**src/rtl/riscv_pipe_pkg.sv**
```systemverilog
// Shared pipeline definitions for the unified memory port.
// Latency: none (types and constants only).
// Backpressure: n/a.
// Contents: arbiter state encoding, decodable by the hazard unit and benches,
//           and the request-type constants used when a request is issued.
package riscv_pipe_pkg;

   typedef enum logic [2:0] {
      IDLE  = 3'd0,
      DBUSY = 3'd1,
      IBUSY = 3'd2,
      DRESP = 3'd3,
      IRESP = 3'd4
   } mem_arb_state_t;

   // Request type of the access currently being issued to memory.
   localparam logic MEM_REQ_INST = 1'b0;
   localparam logic MEM_REQ_DATA = 1'b1;

endpackage

```
**src/rtl/mem_port_arbiter.sv**
```systemverilog
// Shares one memory port between instruction fetch (F) and data access (M).
// Latency: request sampled in cycle 0, MemReq from cycle 1, Done one cycle after MemReady.
// Backpressure: MemReq held until MemReady; F/M held via StallFetch/StallPipe until Done.
//
// Ports:
//   clk, rst                       clock and synchronous active-high reset
//   IReqF, PCF, FlushF             fetch request, fetch address, fetch redirect
//   DReqM, MemWriteM, ALUResultM,
//   WriteDataM                     M-stage load/store request
//   MemReq, MemWE, MemAddr,
//   MemWData, MemReady, MemRData   request/ready handshake toward memory
//   InstrF, InstDone               fetched instruction and its completion pulse
//   ReadDataM, DataDone            load data and its completion pulse
//   StallFetch, StallPipe          stall requests to the hazard unit
module mem_port_arbiter
   import riscv_pipe_pkg::*;
#(
   parameter int ADDR_W = 32,
   parameter int DATA_W = 32
) (
   input  logic              clk,
   input  logic              rst,
   input  logic              IReqF,
   input  logic [ADDR_W-1:0] PCF,
   input  logic              FlushF,
   input  logic              DReqM,
   input  logic              MemWriteM,
   input  logic [ADDR_W-1:0] ALUResultM,
   input  logic [DATA_W-1:0] WriteDataM,
   output logic              MemReq,
   output logic              MemWE,
   output logic [ADDR_W-1:0] MemAddr,
   output logic [DATA_W-1:0] MemWData,
   input  logic              MemReady,
   input  logic [DATA_W-1:0] MemRData,
   output logic [DATA_W-1:0] InstrF,
   output logic              InstDone,
   output logic [DATA_W-1:0] ReadDataM,
   output logic              DataDone,
   output logic              StallFetch,
   output logic              StallPipe
);

   mem_arb_state_t    state, state_nxt;
   logic              drop, drop_nxt;
   logic              req_nxt, we_nxt;
   logic [ADDR_W-1:0] addr_nxt;
   logic [DATA_W-1:0] wdata_nxt, instr_nxt, rdata_nxt;
   logic              issue_kind;

   always_ff @(posedge clk) begin
      if (rst) begin
         state     <= IDLE;
         drop      <= 1'b0;
         MemReq    <= 1'b0;
         MemWE     <= 1'b0;
         MemAddr   <= '0;
         MemWData  <= '0;
         InstrF    <= '0;
         ReadDataM <= '0;
      end else begin
         state     <= state_nxt;
         drop      <= drop_nxt;
         MemReq    <= req_nxt;
         MemWE     <= we_nxt;
         MemAddr   <= addr_nxt;
         MemWData  <= wdata_nxt;
         InstrF    <= instr_nxt;
         ReadDataM <= rdata_nxt;
      end
   end

   always_comb begin
      state_nxt  = state;
      drop_nxt   = drop;
      req_nxt    = MemReq;
      we_nxt     = MemWE;
      addr_nxt   = MemAddr;
      wdata_nxt  = MemWData;
      instr_nxt  = InstrF;
      rdata_nxt  = ReadDataM;
      // Data wins a tie: it belongs to the older instruction.
      issue_kind = DReqM ? MEM_REQ_DATA : MEM_REQ_INST;

      unique case (state)
         IDLE: begin
            if (DReqM || IReqF) begin
               req_nxt = 1'b1;
               if (issue_kind == MEM_REQ_DATA) begin
                  state_nxt = DBUSY;
                  we_nxt    = MemWriteM;
                  addr_nxt  = ALUResultM;
                  wdata_nxt = WriteDataM;
               end else begin
                  state_nxt = IBUSY;
                  we_nxt    = 1'b0;
                  addr_nxt  = PCF;
                  wdata_nxt = '0;
                  // A redirect in the issue cycle already makes this fetch stale.
                  drop_nxt  = FlushF;
               end
            end
         end
         DBUSY: begin
            if (MemReady) begin
               state_nxt = DRESP;
               req_nxt   = 1'b0;
               rdata_nxt = MemRData;
            end
         end
         IBUSY: begin
            if (MemReady) begin
               req_nxt  = 1'b0;
               drop_nxt = 1'b0;
               // A redirect coinciding with the completion also discards it.
               if (drop || FlushF) begin
                  state_nxt = IDLE;
               end else begin
                  state_nxt = IRESP;
                  instr_nxt = MemRData;
               end
            end else if (FlushF) begin
               drop_nxt = 1'b1;
            end
         end
         DRESP:   state_nxt = IDLE;
         IRESP:   state_nxt = IDLE;
         default: state_nxt = IDLE;
      endcase
   end

   assign DataDone   = (state == DRESP);
   assign InstDone   = (state == IRESP) && !FlushF;
   assign StallFetch = IReqF && !InstDone;
   assign StallPipe  = DReqM && !DataDone;

endmodule

```
**config.mk**
```make
export PLATFORM = sky130hd
export DESIGN_NAME = mem_port_arbiter
export DESIGN_NICKNAME = d
export VERILOG_FILES = /design/src/rtl/riscv_pipe_pkg.sv /design/src/rtl/mem_port_arbiter.sv
export SDC_FILE = /design/constraint.sdc
export NUM_CORES = 1
export LEC_CHECK = 0
export ABC_CLOCK_PERIOD_IN_PS = 1300
export CORE_UTILIZATION = 30
export CTS_CLUSTER_SIZE = 25
export DETAILED_ROUTE_END_ITERATION = 12
export PLACE_DENSITY = 0.66
export SYNTH_ARGS = -nofsm -noshare
export SYNTH_HDL_FRONTEND = slang
export SYNTH_SLANG_ARGS = --single-unit
```
**constraint.sdc**
```tcl
create_clock -name clk -period 1.3 [get_ports clk]
set_input_delay 0.26 -clock clk [delete_from_list [all_inputs] [get_ports clk]]
set_output_delay 0.26 -clock clk [all_outputs]
set_load 0.02 [all_outputs]
```
==> results of run 1 <==
metal layers:
layer	track usage, %	part of all wire (%)
met1	19.34	40
met2	29.69	49
met4	4.457	0.85
met5	0	0
met3	7.837	9.7
logic make-up (layout without fill, tap and decap cells):
family | count (synthesis) | count (layout) | share of synthesized area, %
AND/OR/NAND/NOR | 151 | 152 | 14.44
AO/OA/AOI/OAI | 137 | 137 | 19.08
flip-flops | 134 | 134 | 48.83
multiplexers | 65 | 65 | 11.87
buffers and inverters | 52 | 359 | 5.625
XOR/XNOR | 1 | 1 | 0.1594
worst max-delay path, stage by stage (launching register included):
cell and delay [ns]:
dfxtp_4 0.36, buf_8 0.12, nor3_4 0.21, buf_6 0.14
buf_6 0.09, a21oi_4 0.07, clkbuf_16 0.19, a22o_1 0.23
cells in the mapped netlist, types with 6 or more instances:
master,number
a211oi_2,29
buf_4,7
a22o_1,33
buf_2,16
nand2b_1,65
buf_6,9
dfxtp_1,134
a21oi_1,67
clkbuf_1,19
nor2_1,6
mux2i_1,64
nand2_1,65
final cells by class:
cell class                 instances  area (µm²)
fill                            1669        8304
multi-input combinational        355        3094
timing repair buffer             327        2965
sequential                       134        2695
clock buffer                      17       425.4
tap                              229       286.5
clock inverter                    15       192.7
power groups by stage:
stage | Sequential [mW] | Combinational [mW] | Clock [mW]
after global placement | 4.64 | 2.50 | 0
after global routing | 4.61 | 3.21 | 5.39
after CTS | 4.57 | 2.87 | 5.20
after floorplan | 4.97 | 0.979 | 0
final | 4.57 | 3.03 | 5.05
after detailed placement | 4.64 | 2.51 | 0
placed cells by master (no fill, tap or decap), types with 23 or more instances in the layout:
cell	n
a22o_1	33
clkbuf_16	23
a21oi_2	35
nand2b_1	65
mux2i_1	64
buf_2	130
nand2_1	24
dfxtp_1	130
a21oi_1	25
a211oi_2	31
nand2_4	30
clkdlybuf4s50_1	132
state kept, by name (all words and copies together), names as in the netlist:
register,count
InstrF,32
MemAddr,32
MemWData,32
ReadDataM,32
state,3
MemReq,1
MemWE,1
drop,1
per-stage QoR:
stage	cell area, µm²	hold WS (ns)	total power, mW	setup TNS [ns]
6_report	9659	0.2390	12.65	-24.23
5_1_grt	9659	0.2433	13.20	-31.05
4_1_cts	9518	0.2123	12.63	-23.50
3_5_place_dp	8488	0.4471	7.149	-59.18
3_3_place_gp	8488	0.4409	7.132	-57.37
2_1_floorplan	5569	0.3532	5.951	-2.551
path summary, 6_finish.rpt:
check,slack [ns],endpoint,depth (start not counted)
max,-0.23,MemWData[10]$_SDFFE_PP0P_,7
min,0.24,state[0]$_SDFFE_PP0P_,4
max reg2reg,-0.23,MemWData[10]$_SDFFE_PP0P_,7
min reg2reg,0.45,ReadDataM[29]$_SDFFE_PP0P_,2
timing repair:
action,4_1_cts,5_1_grt
gates resized for setup,510,211
pin swaps,31,64
hold buffers,0,0
buffers inserted,18,4
endpoints found under the setup margin,266,218
gates cloned,7,8
==> out/metrics.cfg, run 1 <==
[synthesis]
syn-num-nets = 675
synth_edf_count = 0
synth_area_per_cell_um2 = 10.17
synth_cells = 540
synth-seq-cells = 134
yosysWarnings = 0
synth-async-reset-ratio_pct = 0
syn_area_um2 = 5494
synthTopCellsByArea = dfxtp_1 49%, mux2i_1 12%, nand2b_1 7.4%
synth_top_area_share_pct = 48.83
synthFlopType = dfxtp_1
yosysTopAreaCell = dfxtp_1
yosysUniqueCellTypes = 32
yosysSeqAreaShare_pct = 48.83

[worst_setup_path]
end_kind = flip-flop
critPathLaunch = state[0]$_SDFFE_PP0P_
path_class = flip-flop to flip-flop
cp_max_fo = 16
worstPathArrival_ns = 1.84
cp-start-kind = flip-flop
r2r_start = state[0]$_SDFFE_PP0P_
required_ns = 1.61

[detailed_routing]
drcViolationCount = 0
ant_nets = 0
post_drt_via_cell_ratio = 4.666
vias = 5025
first_pass_iters = 4
drtIter0Drc = 146
wl_mm = 18.22
wire_per_inst_um = 16.91

[clock_tree]
cts_tree = done
cts_root_buffer = clkbuf_16
clockBufferDepth = 2
clock_latency_ns = 0.41
cts_buffers = 17
cts.sinks = 134
clk_pin_slew_ns = 0.06
h-tree-depth = 4

[pwr]
p_int_mw = 9.013
share_clk_of_total_power_pct = 39.9
swShare_pct = 28.74
p_switching_mw = 3.635
comb_power_share_pct = 23.9
p_seq_share_pct = 36.2
p_leak_nw = 4.144
ir_drop_uv = 880.6
p_per_area_nw_per_um2 = 1309

[sta]
max_freq_ghz = 0.6517
slew_headroom_pct = 75.72
max_slew.worst_pin.slew_ns = 0.3642
min_period_ns = 1.534
setup_viol = 135
finalClockSkew_ns = 0.008259
final.setup.worst_slack_ns = -0.2343
final_hold_viol_count = 0
rsz0062_at_grt = true
maxSlewViolCount = 0
fin_crit_sh_pct = 118.0

[global_routing]
antenna_found_initial = 0
grt_pass1_vias = 4737
globalRouteOverflowTotal = 0
grt_pass1_wl_mm = 25.01
grtUsageTotal_pct = 17.31
grt_max_degree = 89

[die]
die_w_um = 137.3
io-pin-count = 269
die-area_um2 = 18860
dieHeight_um = 137.3
core_area_um2 = 17960
placementRows = 49
initial_core_util_pct = 30.58

[place]
gp_congestion = 0.7271
dp_hpwl_mm = 10.89
placed_cells = 1010
pre_cts_ws_ns = -0.6503
numPortBuffers = 268

[finish]
nets = 970
area_delta_synth_final_pct = 75.81
diodes = 0
fin_util_pct = 53.77
fin_cells = 1077
drive_gt1_share_pct = 42.81

[hold_path]
min-delay-start = DReqM
hold_class = input port to flip-flop

[job]
cap_violations = 0

[run_status]
status = finished, violations left
violations = negative setup slack

No activity file was read; power rests on OpenSTA's default activity.
==> inputs of run 2 (changes only) <==
ABC_AREA = 1   (was unset)
CORE_MARGIN = 4   (was unset)
PLACE_DENSITY = 0.67   (was 0.66)
==> out/metrics.cfg, run 2 <==
[synthesis]
synthFlopType = dfxtp_1
synth_area_per_cell_um2 = 7.200
yosysWarnings = 0
synth_edf_count = 0
post-synth-top-count-cell = nand2_1
synth-seq-cells = 134
synth_cells = 717
syn_area_um2 = 5162
syn-num-nets = 852
synth_top_area_share_pct = 51.96
synthTopCellsByArea = dfxtp_1 52%, nand2_1 24%, a21oi_1 13%
synthTopCellsByCount = 331 x nand2_1, 134 x dfxtp_1, 133 x a21oi_1
synth-async-reset-ratio_pct = 0
yosysUniqueCellTypes = 19
yosysTopAreaCell = dfxtp_1
yosysSeqAreaShare_pct = 51.96

[die]
placementRows = 47
die-area_um2 = 19370
core_area_um2 = 16700
dieHeight_um = 139.2
initial_core_util_pct = 30.91
die_w_um = 139.2
io-pin-count = 269

[global_routing]
grtUsageTotal_pct = 20.69
globalRouteOverflowTotal = 0
grt_max_degree = 44
antenna_found_initial = 1
grt_pass1_wl_mm = 32.22
grt_pass1_vias = 5750

[detailed_routing]
drtIter0Drc = 247
first_pass_iters = 5
ant_nets = 0
wire_per_inst_um = 17.21
vias = 5917
drcViolationCount = 0
post_drt_via_cell_ratio = 4.711
wl_mm = 21.61

[hold_path]
hold_class = input port to flip-flop

[pwr]
comb_power_share_pct = 27.4
share_clk_of_total_power_pct = 38.2
p_switching_mw = 4.083
p_per_area_nw_per_um2 = 1406
ir_drop_uv = 935.6
p_int_mw = 9.207
swShare_pct = 30.73
p_seq_share_pct = 34.4
p_leak_nw = 4.098
power_mw = 13.29

[clock_tree]
cts.sinks = 134
h-tree-depth = 4
cts_tree = done
cts_root_buffer = clkbuf_16
cts_buffers = 17
clk_pin_slew_ns = 0.06
clockBufferDepth = 2
clock_latency_ns = 0.42

[finish]
layout_commonest_cell = nand2_1
drive_gt1_share_pct = 34.98
fin_util_pct = 56.61
area_delta_synth_final_pct = 83.13
final_cell_mix = 275 x nand2_1, 132 x clkdlybuf4s50_1, 131 x dfxtp_1
nets = 1157

[worst_setup_path]
cp_max_fo = 6
end_kind = flip-flop
worstPathArrival_ns = 1.94
required_ns = 1.66
cp-start-kind = flip-flop
path_class = flip-flop to flip-flop
r2r_slack_ns = -0.29

[sta]
min_period_ns = 1.586
fin_crit_sh_pct = 122.0
finalClockSkew_ns = 0.007168
final.setup.worst_slack_ns = -0.2864
slew_headroom_pct = 82.28
setup_viol = 138
maxSlewViolCount = 0
max_freq_ghz = 0.6303
final_hold_viol_count = 0
rsz0062_at_grt = true
fin_setup_tns_ns = -21.57
max_slew.worst_pin.slew_ns = 0.2658

[place]
gp_congestion = 0.8175
dp_hpwl_mm = 12.90
numPortBuffers = 268

[run_status]
status = finished, violations left
violations = negative setup slack

[job]
cap_violations = 0

[run 2: changes by cell type after synthesis, sizes merged, moves of 33 or more]
cell / previous run / this run
a21oi: 68 / 134
a22o: 33 / 0
mux2i: 64 / 0
nand2: 65 / 332
nand2b: 65 / 0
nand3: 0 / 37
[run 2: final cells by class]
type                    count  area [µm²]
fillers                  1575        7247
repair buffers            337        3158
flip-flops and latches    134        2686
multi-input cells         519        2643
clock buffers              17       425.4
well taps                 220       275.3
clock inverters            15       192.7
inverters                  13       71.32
diodes                      1       2.502
[run 2: layer usage]
metal / routed length [µm] / vias up / global-route usage (%) / share of wire [%]
met4: 338 / 0 / 6.128 / 1.6
met3: 1681 / 28 / 6.586 / 7.8
met5: 0 / - / 0 / 0
met1: 8843 / 2731 / 25.47 / 41
li1: - / 2931 / - / -
met2: 10750 / 227 / 34.75 / 50
[run 2: worst max-delay path: stages (launching register included)]
cell and delay, ns:
dfxtp_2 0.33, buf_4 0.14, buf_6 0.12, nor2_4 0.08
nand2_2 0.06, inv_2 0.08, nand3_4 0.09, inv_6 0.11
buf_12 0.12, buf_12 0.10, buf_12 0.13, nand2_1 0.05
a21oi_1 0.12
[run 2: power by group through the flow]
stage	Combinational [mW]	Sequential [mW]	Clock, mW
after floorplan	0.985	5.00	0
after global placement	2.82	4.64	0
after detailed placement	2.84	4.65	0
after CTS	3.42	4.57	5.18
after global routing	3.88	4.60	5.38
final	3.64	4.57	5.08
[run 2: repair_timing]
item                                    CTS  global route
buffers inserted                         27             6
resized for setup                       590           133
pin swaps                                35            33
hold buffers                              0             0
endpoints found under the setup margin  264           194
cloned                                   14             5
[run 2: kinds of logic (layout without fill, tap and decap cells)]
group	count (synthesis)	after routing	synth area share [%]
AOI/OAI and AO/OA	136	136	13.40
DFF	134	134	51.96
other	0	1	0
buffers and inverters	64	382	5.550
and+or+nand+nor	383	383	29.08
[run 2: through the flow]
step           setup WS (ns)  area, µm²  hold slack [ns]  instances
2_1_floorplan       0.006021       5175           0.4028        717
3_3_place_gp         -0.5841       8275           0.4476       1189
6_report             -0.2864       9454           0.1792       1256
4_1_cts              -0.3544       9452           0.1697       1248
3_5_place_dp         -0.5910       8275           0.4510       1189
5_1_grt              -0.3772       9454           0.1787       1256
[run 2: final timing paths]
kind | startpoint | endpoint | cells past startpoint
worst max-delay path | state[0]$_SDFFE_PP0P_ | InstrF[12]$_SDFFE_PP0P_ | 12
worst min register to register | MemWData[19]$_SDFFE_PP0P_ | MemWData[19]$_SDFFE_PP0P_ | 2
worst max register to register | state[0]$_SDFFE_PP0P_ | InstrF[12]$_SDFFE_PP0P_ | 12
worst min-delay path | rst | state[0]$_SDFFE_PP0P_ | 2
